### config.mk
export PLATFORM = sky130hd
export DESIGN_NAME = seq_bit_serializer
export DESIGN_NICKNAME = d
export VERILOG_FILES = /design/src/rtl/seq_pkg.sv /design/src/rtl/seq_bit_serializer.sv
export SDC_FILE = /design/constraint.sdc
export NUM_CORES = 1
export LEC_CHECK = 0
export CORE_UTILIZATION = 33
export DETAILED_ROUTE_END_ITERATION = 7
export GPL_TIMING_DRIVEN = 0
export PLACE_DENSITY = 0.59
export SYNTH_ARGS = -nofsm -noshare
export SYNTH_HDL_FRONTEND = slang
export SYNTH_SLANG_ARGS = --single-unit
### constraint.sdc
create_clock -name i_clk -period 2.9 [get_ports i_clk]
set_input_delay 0.58 -clock i_clk [delete_from_list [all_inputs] [get_ports i_clk]]
set_output_delay 0.58 -clock i_clk [all_outputs]
set_load 0.005 [all_outputs]
### src/rtl/seq_pkg.sv
// Shared definitions for the "1001" sequence path: serializer FSM encodings,
// detector state constants and a constant-evaluable clog2 helper.
package seq_pkg;

    // Serializer FSM states.
    typedef enum logic {
        ST_IDLE  = 1'b0,
        ST_SHIFT = 1'b1
    } ser_state_t;

    // Overlapping "1001" Moore detector states, named by the matched suffix.
    typedef enum logic [2:0] {
        DET_S0    = 3'd0,
        DET_S1    = 3'd1,
        DET_S10   = 3'd2,
        DET_S100  = 3'd3,
        DET_S1001 = 3'd4
    } det_state_t;

    // Ceiling log2; used to size counters from parameters at elaboration.
    function automatic int clog2(input int value);
        int result;
        result = 0;
        for (int i = 0; i < 32; i++) begin
            if ((64'd1 << i) < 64'(value)) begin
                result = i + 1;
            end
        end
        return result;
    endfunction

endpackage

### src/rtl/seq_bit_serializer.sv
// Parallel-to-serial feeder for the "1001" detector. Words are accepted over
// valid/ready and shifted out one bit per clock on o_x; a word accepted on the
// last-bit edge follows with no idle bubble, so patterns can span words.
// Optional macro SEQ_SER_PARITY_EN appends an even-parity bit to every frame.
//
// state    | meaning
// ---------+-----------------------------------------------------------
// ST_IDLE  | no frame in flight; o_x = P_IDLE_BIT, ready for a word
// ST_SHIFT | bit cnt of the current frame is on o_x; ready on last bit
module seq_bit_serializer
    import seq_pkg::*;
#(
    parameter int P_WIDTH     = 8,
    parameter bit P_MSB_FIRST = 1'b1,
    parameter bit P_IDLE_BIT  = 1'b0
) (
    input  logic               i_clk,
    input  logic               i_reset,
    input  logic [P_WIDTH-1:0] i_data,
    input  logic               i_valid,
    output logic               o_ready,
    output logic               o_x,
    output logic               o_x_valid,
    output logic               o_busy
);

`ifdef SEQ_SER_PARITY_EN
    localparam int FRAME_LEN = P_WIDTH + 1;
`else
    localparam int FRAME_LEN = P_WIDTH;
`endif
    localparam int               CNT_W    = clog2(FRAME_LEN + 1);
    localparam logic [CNT_W-1:0] LAST_CNT = CNT_W'(FRAME_LEN - 1);

    ser_state_t         state, state_nxt;
    logic [P_WIDTH-1:0] shreg, shreg_nxt;
    logic [CNT_W-1:0]   cnt, cnt_nxt;
    logic               x_nxt, x_valid_nxt, busy_nxt;
    logic               xfer;
    logic               first_bit;
    logic               next_bit;
    logic [P_WIDTH-1:0] shifted;
`ifdef SEQ_SER_PARITY_EN
    localparam logic [CNT_W-1:0] LAST_DATA_CNT = CNT_W'(P_WIDTH - 1);
    logic               par, par_nxt;
`endif

    // Ready while idle or while the final bit of the frame is on the wire.
    assign o_ready = i_reset && ((state == ST_IDLE) ||
                                 ((state == ST_SHIFT) && (cnt == LAST_CNT)));
    assign xfer    = i_valid && o_ready;

    // Shift direction and the bit that appears next are fixed by P_MSB_FIRST.
    assign first_bit = P_MSB_FIRST ? i_data[P_WIDTH-1] : i_data[0];
    assign next_bit  = P_MSB_FIRST ? shreg[P_WIDTH-2]  : shreg[1];
    assign shifted   = P_MSB_FIRST ? (shreg << 1)      : (shreg >> 1);

    // Next-state and registered-output logic.
    always_comb begin
        state_nxt   = state;
        shreg_nxt   = shreg;
        cnt_nxt     = cnt;
        x_nxt       = o_x;
        x_valid_nxt = o_x_valid;
        busy_nxt    = o_busy;
`ifdef SEQ_SER_PARITY_EN
        par_nxt     = par;
`endif
        if (xfer) begin
            // Same action from idle and from the last bit: back-to-back reload.
            state_nxt   = ST_SHIFT;
            shreg_nxt   = i_data;
            cnt_nxt     = '0;
            x_nxt       = first_bit;
            x_valid_nxt = 1'b1;
            busy_nxt    = 1'b1;
`ifdef SEQ_SER_PARITY_EN
            par_nxt     = ^i_data;
`endif
        end else if (state == ST_IDLE || cnt == LAST_CNT) begin
            state_nxt   = ST_IDLE;
            cnt_nxt     = '0;
            x_nxt       = P_IDLE_BIT;
            x_valid_nxt = 1'b0;
            busy_nxt    = 1'b0;
        end else begin
            shreg_nxt = shifted;
            cnt_nxt   = cnt + CNT_W'(1);
            x_nxt     = next_bit;
`ifdef SEQ_SER_PARITY_EN
            // After the last data bit the stored parity goes out.
            if (cnt == LAST_DATA_CNT) begin
                x_nxt = par;
            end
`endif
        end
    end

    // State, datapath and output registers; reset abandons any frame at once.
    always_ff @(posedge i_clk or negedge i_reset) begin
        if (!i_reset) begin
            state     <= ST_IDLE;
            shreg     <= '0;
            cnt       <= '0;
            o_x       <= P_IDLE_BIT;
            o_x_valid <= 1'b0;
            o_busy    <= 1'b0;
`ifdef SEQ_SER_PARITY_EN
            par       <= 1'b0;
`endif
        end else begin
            state     <= state_nxt;
            shreg     <= shreg_nxt;
            cnt       <= cnt_nxt;
            o_x       <= x_nxt;
            o_x_valid <= x_valid_nxt;
            o_busy    <= busy_nxt;
`ifdef SEQ_SER_PARITY_EN
            par       <= par_nxt;
`endif
        end
    end

endmodule

==> impl_metrics.toml, run 1 <==
[outcome]
outcome = "completed"

[yosys]
ys_seq_area_share_pct = 51.5
synth_top_family_by_area = "multiplexers"
syn-mean-instance-area_um2 = 13.7
yosys.area_share.xor_xnor_pct = 2.77
yosys_warnings = 0
synth.net_count = 58
syn_inst = 46
synth_fa_ha_area_share_pct = 1.98
synth_compound_area_share_pct = 3.76
syn_area_um2 = 632
synth-seq-cells = 13
synth.distinct_cells = 18
synth-simple-area-share_pct = 10.3
muxShareOfSynthArea_pct = 26.1

[finish]
area_delta_synth_final_pct = 31.1
final_nets = 77
fillCellCount = 177
ff_latch_area_um2 = 325
stdcell_count = 89
final_util_pct = 47.0
final_layout_size_suffix_gt1_share_pct = 23.4
multi_input_area_um2 = 284
n_antenna_cell = 0

[worst_setup_path]
worstSetupPathType = "in -> out"
cp.required_ps = 2320
cpPeakStageDelay_ps = 690
worstSetupStartpointType = "primary input"
crit_fanout = 17
crit_buf_inv = 2
crit_chain = "dlygate4sd2_1, and2_2, clkdlybuf4s50_1"
crit_arrival_ps = 2030
cpLargestDelayFamily = "buffers and inverters"
crit_path_end_kind = "primary output"
crit_slowest_cell = "dlygate4sd2_1"

[place]
gp_congestion = 0.627
dp_slack_ps = -25.9
placedCellCount = 85
io_buffers = 14
dp_hpwl_um = 732

[timing]
skew_ps = 6.64
setup_viol = 0
worstMarginPinSlew_ps = 750
setup_tns_ps = 0
slew_violations = 0
max_clock_freq_mhz = 383
min_period_over_period_pct = 90.1
hold_violations = 0
rsz0062_at_grt = "no"
layout_setup_ws_ps = 287
period_needed_ps = 2610
relSlewSlack_pct = 50.0

[cts]
cts.root.buffer_cell = "clkbuf_4"
cts.sinks = 13
cts.htree.levels = 1
path_clk_slew_ps = 70
insertion_delay_ps = 270
cts_buffers = 3
cts_tree = "built"
cts_buffer_depth = 2

[die]
fp.dieW_um = 45.8
die_area_um2 = 2090
num_rows = 15
core-area_um2 = 1760
initial_core_util_pct = 35.8
io_pins = 15
chipHeight_um = 45.8

[route]
ant_nets = 0
dr.pass1.iters = 3
vias = 387
routed_via_density = 4.35
totalWireLength_um = 980
wire_per_inst_um = 11.0
drtIter0Drc = 3
drc = 0

[pwr]
p_per_area_nw_per_um2 = 863
leakage_uw = 0.000388
p_total_uw = 714
ir_worst_vdd_mv = 0.431

[global_route]
antenna_found_initial = 0
grt_pass1_wl_mm = 1.67
first_global_vias = 375
grt_usage_pct = 12.0
grt_start_max_net_pins = 18
overflow = 0

[run]
maxCapViolCount = 0

[min_path]
hold_class = "reg -> reg"
cells by family after synthesis:
kind of cell / after synthesis
buf+inv: 3
mux: 13
compound gates: 2
simple gates: 12
flops: 13
xor+xnor: 2
fa+ha+maj: 1
stage by stage:
| stage | cell area (µm²) | hold WS [ps] |
|---|---|---|
| 2_1_floorplan | 632 | 284 |
| 3_3_place_gp | 803 | 449 |
| 3_5_place_dp | 803 | 458 |
| 4_1_cts | 828 | 468 |
| 5_1_grt | 828 | 499 |
| 6_report | 828 | 463 |
layout by cell type, fill, tap and decap left out:
cell / synthesis / layout
clkbuf_4: 0 / 3
dfrtp_1: 13 / 13
nor2_1: 3 / 3
o21ai_4: 1 / 1
a21boi_1: 1 / 1
dlygate4sd2_1: 0 / 1
nand2_1: 3 / 3
and2_2: 1 / 1
ha_1: 1 / 1
nand3_1: 2 / 2
xor2_1: 2 / 2
mux2_4: 5 / 5
buf_6: 1 / 1
nand2_4: 1 / 1
and3_2: 1 / 1
and2_1: 1 / 1
buf_4: 1 / 1
inv_1: 1 / 1
clkbuf_1: 0 / 1
mux2_1: 7 / 7
mux2_2: 1 / 1
clkdlybuf4s50_1: 0 / 13
worst paths after layout:
| kind | from | to | slack [ps] | cells past startpoint |
|---|---|---|---|---|
| max | i_reset | o_ready | 290 | 3 |
| min | cnt[0] | cnt[0] | 460 | 1 |
| max reg2reg | cnt[0] | o_x | 1410 | 5 |
| min reg2reg | cnt[0] | cnt[0] | 460 | 1 |
| max in group asynchronous | i_reset | shreg[2] | 1950 | 1 |
| min in group asynchronous | i_reset | cnt[2] | 480 | 1 |
what timing repair did:
item	in CTS	in global routing
setup buffers	0	0
setup endpoints to repair	1	0
hold endpoints to repair	0	0
hold buffers	0	0
resized for setup	1	0
sequential cells by signal (all words and copies together), names as in the netlist:
register / cells
cnt: 4
o_x: 1
shreg: 7
state: 1
Yosys cell counts:
cell,count,area (µm²)
mux2_1,7,78.8
dfrtp_1,13,325
mux2_4,5,75.1
mux2_2,1,11.3
nand2_1,3,11.3
buf_4,1,7.51
a21boi_1,1,7.51
o21ai_4,1,16.3
nand3_1,2,10.0
xor2_1,2,17.5
nand2_4,1,11.3
ha_1,1,12.5
inv_1,1,3.75
and3_2,1,7.51
buf_6,1,11.3
and2_1,1,6.26
and2_2,1,7.51
nor2_1,3,11.3
cell type report:
class | count | area share [%]
plain buffers | 2 | 2.27
flip-flops and latches | 13 | 39.3
clock buffers | 4 | 3.17
repair buffers | 14 | 16.8
well taps | 25 | 3.78
multi-input cells | 30 | 34.3
inverters | 1 | 0.453
report_power, final:
part,internal (µW),switching [µW],total [µW]
combinational,197,116,313
sequential,248,43.8,292
clock,53.2,56.1,109
layer usage:
metal  wire, µm  GRT usage [%]
met1        465           14.5
met2        444           18.6
met3         51           6.35
met4         17           3.53
met5          0              0
(Power assumes the default switching activity.)
==> run 2: changes to the inputs <==
CORE_AREA = 2 2 39 41   (was unset)
CORE_UTILIZATION = unset   (was 33)
CTS_CLUSTER_SIZE = 30   (was unset)
DIE_AREA = 0 0 41 43   (was unset)
PLACE_DENSITY = 0.79   (was 0.59)
==> run 2 against run 1 <==
Against the previous run: via count increased by 2.6%; design area decreased by 1.4%; first-iteration DRC count decreased by 100%; critical path depth unchanged; clock skew decreased by 3.4 ps; utilization increased by 12 points; worst hold slack got worse by 3.8 ps; wire length increased by 3.9%; cell count decreased by 10%; die area decreased by 16%; sequential cell count unchanged; count of clock-buffer cells in the layout unchanged; critical endpoint unchanged; largest power group unchanged; highest routed layer unchanged.
==> impl_metrics.toml, run 2 (same netlist as run 1, synthesis figures left out) <==
[global_route]
first_global_vias = 399
overflow = 0
grt_usage_pct = 14.8
antenna_found_initial = 0
grt_pass1_wl_mm = 1.68
grt_start_max_net_pins = 18

[die]
core-area_um2 = 1380
die_area_um2 = 1760
num_rows = 14
chipHeight_um = 43
io_pins = 15
fp.dieW_um = 41
initial_core_util_pct = 45.7

[timing]
setup_tns_ps = 0
slew_violations = 0
worstMarginPinSlew_ps = 723
relSlewSlack_pct = 51.8
min_period_over_period_pct = 89.2
hold_violations = 0
max_clock_freq_mhz = 386
period_needed_ps = 2590
rsz0062_at_grt = "no"
layout_setup_ws_ps = 312
setup_viol = 0
skew_ps = 3.26

[pwr]
p_clk_share_pct = 14.9
p_int_uw = 500
switching_share_pct = 30.2
comb_power_share_pct = 43.9
switchingPower_uw = 216
ir_worst_vdd_mv = 0.424
seqPwrFrac_pct = 41.2
p_total_uw = 716
leakage_uw = 0.000388
p_per_area_nw_per_um2 = 876

[place]
placedCellCount = 76
gp_congestion = 0.721
io_buffers = 14
dp_slack_ps = -10.8

[worst_setup_path]
worstSetupPathDepth = 3
crit_path_end_kind = "primary output"
crit_buf_inv = 2
r2r_start = "cnt[0]"
cpLargestDelayFamily = "buffers and inverters"
cpPeakStageDelay_ps = 670
worstSetupPathType = "in -> out"
crit_start = "i_reset"
crit_chain = "dlygate4sd2_1, and2_2, clkdlybuf4s50_1"
rrSetupSlack_ps = 1400
worstSetupStartpointType = "primary input"
rr_endpoint = "o_x"
endpoint = "o_ready"
r2r_cells = 5
crit_arrival_ps = 2010
crit_slowest_cell = "dlygate4sd2_1"
cp.required_ps = 2320
crit_fanout = 17

[route]
dr.pass1.iters = 1
drtIter0Drc = 0
totalWireLength_mm = 1.02
routed_via_density = 4.96
wire_per_inst_um = 12.7
vias = 397
drc = 0
ant_nets = 0

[finish]
final_util_pct = 59.0
largest_reg_flops = 7
largestRegisters = "shreg: 7 flops, cnt: 4 flops"
final_nets = 77
stdcell_count = 80
regMostFlops = "shreg"
area_delta_synth_final_pct = 29.3
n_antenna_cell = 0
final_cell_mix = "13 x dfrtp_1, 13 x clkdlybuf4s50_1, 7 x mux2_1"
final_layout_size_suffix_gt1_share_pct = 23.4

[cts]
path_clk_slew_ps = 70
insertion_delay_ps = 270
hold_buffers = 0
cts_tree = "built"
cts.htree.levels = 1
cts_buffers = 3
cts_setup_buffers = 0
cts_buffer_depth = 2
cts.sinks = 13
cts.root.buffer_cell = "clkbuf_4"

[outcome]
outcome = "completed"

[min_path]
hold_class = "reg -> reg"
worstHoldStart = "cnt[0]"

[run]
maxCapViolCount = 0
run 2: cell counts in the layout (fill, tap and decap cells not counted):
Identical to the previous run, type by type.
run 2: worst reg2reg max path, stage by stage, from the launching register on:
cell and delay (ps):
dfrtp_1 370, ha_1 190, nand2_1 90, o21ai_4 210, buf_6 180, mux2_1 340
run 2: repair_timing:
| action | 4_1_cts | 5_1_grt |
|---|---|---|
| gates resized for setup | 1 | 0 |
| setup endpoints to repair | 1 | 0 |
| hold endpoints to repair | 0 | 0 |
run 2: power groups by stage:
stage          Clock (µW)  Combinational (µW)  Sequential (µW)
2_1_floorplan           0                 227              289
3_3_place_gp            0                 310              295
3_5_place_dp            0                 321              298
4_1_cts               112                 322              296
5_1_grt               120                 350              304
6_report              106                 314              295
run 2: final cells by class:
cell class              count  area [µm²]
inverters                   1        3.75
fillers                   124         567
multi-input cells          30         284
flip-flops and latches     13         325
well taps                  16        20.0
clock buffers               4        26.3
repair buffers             14         139
plain buffers               2        18.8
run 2: routing by layer:
| layer | track usage [%] | wire (µm) | part of all wire (%) | vias up |
|---|---|---|---|---|
| met5 | 0 | 0 | 0 | - |
| met4 | 10.0 | 25 | 2.5 | 0 |
| met3 | 3.14 | 59 | 5.8 | 2 |
| met2 | 23.1 | 526 | 52 | 14 |
| met1 | 17.1 | 407 | 40 | 190 |
| li1 | - | - | - | 191 |
run 2: worst min-delay path by stage:
stage               slack [ps]  depth (start not counted)  endpoint
global placement           450                          1    cnt[0]
finish                     460                          1    cnt[0]
CTS                        470                          1    cnt[0]
detailed placement         450                          1    cnt[0]
floorplan                  280                          0    cnt[0]
global route               490                          1    cnt[0]
run 2: metrics by stage:
stage | hold slack, ps | cell area (µm²)
5_1_grt | 491 | 817
3_5_place_dp | 455 | 792
4_1_cts | 465 | 817
3_3_place_gp | 445 | 792
6_report | 460 | 817
2_1_floorplan | 284 | 632
